[config.mk]
export PLATFORM = sky130hd
export DESIGN_NAME = ctrl_pipe_chain
export DESIGN_NICKNAME = d
export VERILOG_FILES = /design/src/rtl/ctrl_pipe_chain.sv
export SDC_FILE = /design/constraint.sdc
export NUM_CORES = 1
export LEC_CHECK = 0
export ABC_AREA = 1
export CAP_MARGIN = 40
export CORE_ASPECT_RATIO = 0.9
export CORE_MARGIN = 4
export CORE_UTILIZATION = 49
export CTS_CLUSTER_DIAMETER = 120
export DETAILED_ROUTE_END_ITERATION = 10
export GPL_TIMING_DRIVEN = 1
export PLACE_DENSITY = 0.81
export SYNTH_ARGS = -nofsm -noshare
export SYNTH_HDL_FRONTEND = slang
export SYNTH_SLANG_ARGS = --single-unit
[constraint.sdc]
create_clock -name clk -period 3.3 [get_ports clk]
set_clock_uncertainty 0.1 [all_clocks]
set_input_delay 0.825 -clock clk [delete_from_list [all_inputs] [get_ports clk]]
set_output_delay 0.825 -clock clk [all_outputs]
set_load 0.005 [all_outputs]
[src/rtl/ctrl_pipe_chain.sv]
// Control-bundle pipeline chain: DEPTH register stages with stall back-pressure,
// per-stage flush, bubble insertion and valid tracking, plus a saturating idle counter.
module ctrl_pipe_chain #(
    parameter int               WIDTH         = 3,
    parameter int               DEPTH         = 2,
    parameter logic [WIDTH-1:0] BUBBLE_VAL    = '0,
    parameter bit               SCRUB_INVALID = 1'b1,
    parameter int               CNT_W         = 16
) (
    input  logic                   clk,
    input  logic                   reset,
    input  logic [WIDTH-1:0]       ctrl_in,
    input  logic                   valid_in,
    input  logic [DEPTH-1:0]       stall,
    input  logic [DEPTH-1:0]       flush,
    output logic                   ready_out,
    output logic [DEPTH*WIDTH-1:0] ctrl_out,
    output logic [DEPTH-1:0]       valid_out,
    output logic [WIDTH-1:0]       ctrl_last,
    output logic                   valid_last,
    output logic [CNT_W-1:0]       bubble_count
);

    logic [DEPTH*WIDTH-1:0] ctrl_q, ctrl_d;
    logic [DEPTH-1:0]       valid_q, valid_d;
    logic [CNT_W-1:0]       cnt_q, cnt_d;
    logic [DEPTH-1:0]       hold;

    // A stall anywhere downstream freezes every upstream stage.
    always_comb begin
        hold = '0;
        hold[DEPTH-1] = stall[DEPTH-1];
        for (int i = DEPTH - 2; i >= 0; i--) begin
            hold[i] = stall[i] | hold[i+1];
        end
    end

    always_comb begin
        ctrl_d  = ctrl_q;
        valid_d = valid_q;

        if (flush[0]) begin
            ctrl_d[WIDTH-1:0] = BUBBLE_VAL;
            valid_d[0]        = 1'b0;
        end else if (!hold[0]) begin
            if (SCRUB_INVALID && !valid_in) begin
                ctrl_d[WIDTH-1:0] = BUBBLE_VAL;
            end else begin
                ctrl_d[WIDTH-1:0] = ctrl_in;
            end
            valid_d[0] = valid_in;
        end

        for (int i = 1; i < DEPTH; i++) begin
            if (flush[i]) begin
                ctrl_d[i*WIDTH +: WIDTH] = BUBBLE_VAL;
                valid_d[i]               = 1'b0;
            end else if (!hold[i]) begin
                // Upstream frozen while this stage drains: fill the gap with a bubble.
                if (hold[i-1]) begin
                    ctrl_d[i*WIDTH +: WIDTH] = BUBBLE_VAL;
                    valid_d[i]               = 1'b0;
                end else begin
                    ctrl_d[i*WIDTH +: WIDTH] = ctrl_q[(i-1)*WIDTH +: WIDTH];
                    valid_d[i]               = valid_q[i-1];
                end
            end
        end
    end

    always_comb begin
        cnt_d = cnt_q;
        if (!valid_q[DEPTH-1] && (cnt_q != {CNT_W{1'b1}})) begin
            cnt_d = cnt_q + CNT_W'(1);
        end
    end

    always_ff @(posedge clk) begin
        if (reset) begin
            ctrl_q  <= {DEPTH{BUBBLE_VAL}};
            valid_q <= '0;
            cnt_q   <= '0;
        end else begin
            ctrl_q  <= ctrl_d;
            valid_q <= valid_d;
            cnt_q   <= cnt_d;
        end
    end

    assign ready_out    = ~hold[0];
    assign ctrl_out     = ctrl_q;
    assign valid_out    = valid_q;
    assign ctrl_last    = ctrl_q[(DEPTH-1)*WIDTH +: WIDTH];
    assign valid_last   = valid_q[DEPTH-1];
    assign bubble_count = cnt_q;

endmodule

# Word level (Yosys, flattened, before mapping)
# Cells that the tools add are included.
# word_totals
regBits,24
# op_classes
bitwise,2
addsub,1
mux,3
eq_ne,1
n_reduce_logical,4
# op_table
operator,n
$add 16x1->16 const B,1
$ne 16x16->1 const B,1
$mux 3,2
$reduce_or 2->1,2
$logic_and 1x1->1,1
$logic_not 1->1,1
$mux 1,1
$not 1->1,1
$or 1x1->1,1

# Longest topological paths before layout
# depth
depth_word,2
depth_mapped,9
mapped_depth_nobuf,9

# Worst setup path after synthesis
# Ideal clock, no wire load.
# synth_path
path_type,input to output
startpoint,in stall[1]
endpoint,out ready_out
stages,1
required_ns,2.375
arrival_ns,1.109
setup_slack_ns,1.266
path_cell_list,nor2_1
# synth_via
elab_chain_len,2
# synth_rtl
item,line_no,rtl
from (decl),14,"input logic [DEPTH-1:0] stall,"
$or 1x1->1,34,hold[i] = stall[i] | hold[i+1];
$not 1->1,90,assign ready_out = ~hold[0];
to (decl),16,"output logic ready_out,"
# Every way passes these cells.

# Worst setup path after layout
# Ends and elaborated chain as after synthesis.

==> metrics.md <==
| Metric | Value |
|---|---|
| Worst setup EP type | output port |
| Final GP Congestion | 0.781 |
| Reg2reg start | bubble_count[0] |
| Io pins | 39 |
| Initial Util | 0.513 |
| Most frequent cell after synthesis | nand2_1 |
| Worst path slowest cell | clkdlybuf4s50_1 |
| Avg WL per Cell | 12.3 µm |
| Syn Nets | 204 |
| Crit share post-route | 0.881 |
| Critical Path RT | 2.37 ns |
| # rows | 17 |
| Max Cap Violations | 0 |
| Vias in the first global route | 1191 |
| Share of layout cells above drive strength 1 | 0.0699 |
| Worst-Margin Slew | 0.508 ns |
| DRT Pass-1 Iters | 4 |
| #FFs+latches synth | 24 |
| Worst skew pair latency | 0.33 ns |
| Sequential share of the synthesized area | 0.380 |
| Synth area leader | dfxtp_1 |
| Vias | 1307 |
| Slowest stage delay, CP | 0.52 ns |
| Critical-path cell list | clkdlybuf4s50_1 -> nor2_1 -> clkdlybuf4s50_1 |
| Crit path max fanout | 5 |
| 1st-iter DRT viols | 67 |
| Drc violations | 0 |
| Syn avg cell area | 6.55 µm² |
| FF-to-FF path depth | 6 |
| Hold Crit Depth | 2 |
| Synth-to-Final Area Change | 32.5% |
| First-pass GRT wire length | 5350 µm |
| Cts repair resizes | 0 |
| Prevailing post-synth register cell | dfxtp_1 |
| Yosys warns | 0 |
| Setup Viol. Count Final | 0 |
| Setup Buffers After CTS | 0 |
| WHS Endpoint | ctrl_out[5] |
| R2R Setup Slk | 1.50 ns |
| Die height | 56.2 µm |
| Slew margin rel. | 0.661 |
| Total GRT Usage | 0.203 |
| Top cell type's share of synthesized area | 0.380 |
| Minimum clock period after layout | 2.91 ns |
| Total negative slack | 0 ns |
| Initial antenna violation count | 0 |
| Total wire length | 3150 µm |
| Gr ovfl total | 0 |
| Crit start category | primary input |
| TritonCTS Buffers | 3 |
| Top cells by area, synth | dfxtp_1 (38%), nand2_1 (17%), nor2_1 (12%) |
| Distinct cell type count after synthesis | 18 |
| Die ar. | 0.00346 mm² |
| Min-Delay Path Class | flop to flop |
| Clk pin slew, worst setup/hold paths | 0.14 ns |
| Number of synthesized flops with an enable pin | 0 |
| CTS Root Cell | clkbuf_4 |
| Hold path start | ctrl_out[2] |
| Outcome | completed |
| P_leak | 0.650 nW |
| HPWL Detailed | 2360 µm |
| Hold WS | 0.397 ns |
| Core area | 0.00247 mm² |
| Cells after Synth | 193 |
| Hold Vio Cnt, Final | 0 |
| Async SR Flop Fraction | 0 |
| Reg-to-Reg End | bubble_count[14] |
| Total design power | 562 µW |
| Die width | 61.6 µm |
| PD cells | 335 mW/mm² |
| Antenna viol nets, final | 0 |
| Fmax | 344 MHz |
| Via/cell ratio | 5.09 |
| Clk sinks | 24 |
| Final Slew Violations | 0 |
| Port Buffers | 38 |
| CP Data Arrival Time | 1.98 ns |
| Maximum clock insertion buffer count | 2 |
| Mapped cell area | 0.00126 mm² |
| RSZ-0062 raised after global routing | false |
| # hold bufs at CTS | 0 |
| Critical path class | primary input to output port |
| Most frequent cells after synthesis | nand2_1 (58), nor2_1 (40), dfxtp_1 (24), a21oi_1 (20), inv_1 (15) |
| Antenna cells | 0 |
| TritonCTS clock tree | yes |
| H-tree Lvls | 1 |
| Final net count | 241 |
| Top cell by count, worst path | clkdlybuf4s50_1 |
| Worst IR Drop VDD | 0.000317 V |
| CP top delay family | buffers and inverters |
| CP Buf/Inv Count | 2 |
| Pin count of the biggest net entering global routing | 25 |
[per-stage QoR]
stage / instance area, µm² / utilization / worst slack (ns) / instances
after detailed placement: 1620 / 0.658 / 0.401 / 253
after floorplan: 1260 / - / 1.27 / 193
final: 1680 / 0.680 / 0.394 / 257
after global placement: 1620 / 0.658 / 0.401 / 253
after CTS: 1680 / 0.680 / 0.392 / 257
after global routing: 1680 / 0.680 / 0.356 / 257
[cells by family (layout without fill, tap and decap cells)]
logic type	count (synthesis)	count (layout)	share of synthesized area
flip-flops	24	24	0.380
buffers and inverters	24	60	0.101
AO/OA/AOI/OAI	22	22	0.0870
AND/OR/NAND/NOR	122	122	0.422
adder cells (fa/ha/maj)	1	1	0.00989
[layout make-up]
cell class | count | area, µm²
Multi-Input combinational cell | 145 | 657
Clock inverter | 1 | 30.0
Sequential cell | 24 | 480
Fill cell | 211 | 791
Timing Repair Buffer | 39 | 388
Inverter | 17 | 63.8
Tap cell | 28 | 35.0
Clock buffer | 3 | 22.5
[power by group]
group          switching, mW  leakage (nW)  internal, mW
registers            0.00475         0.194         0.294
clock network         0.0975        0.0279         0.123
logic                 0.0183         0.428        0.0250
[tightest hold or removal path: stages (launching register included)]
cell and delay [ns]:
dfxtp_1 0.35, nand2_1 0.07, a21oi_1 0.05
[metal layers]
layer	vias to the layer above	global-route usage	share of wire
met4	0	0.0848	0.018
met1	588	0.250	0.42
met3	7	0.0534	0.048
met2	32	0.323	0.51
li1	680	-	-
met5	-	0	0
[flip-flops by register name (all words and copies together) (netlist names)]
register,cells
bubble_count,16
ctrl_out,6
valid_out,2
[layout by cell type (no fill, tap or decap)]
cell / n
ha_1: 1
nand3_2: 1
nand2_1: 58
clkdlybuf4s50_1: 38
nand2_2: 1
nor2_2: 1
clkbuf_4: 3
or2_2: 2
inv_1: 15
nand3_1: 14
a21oi_1: 20
bufinv_16: 1
o21ai_1: 2
nand4_1: 1
nor2_1: 40
nand4_4: 1
inv_2: 2
buf_4: 1
nor2_4: 3
dfxtp_1: 24
[worst max-delay path by stage]
stage | to | slack, ns | from | cells after the start
global placement | ready_out | 0.40 | stall[1] | 3
detailed placement | ready_out | 0.40 | stall[1] | 3
finish | ready_out | 0.39 | stall[1] | 3
floorplan | ready_out | 1.27 | stall[1] | 1
global route | ready_out | 0.36 | stall[1] | 3
CTS | ready_out | 0.39 | stall[1] | 3
Note: power is estimated with default switching activity, not from simulation.
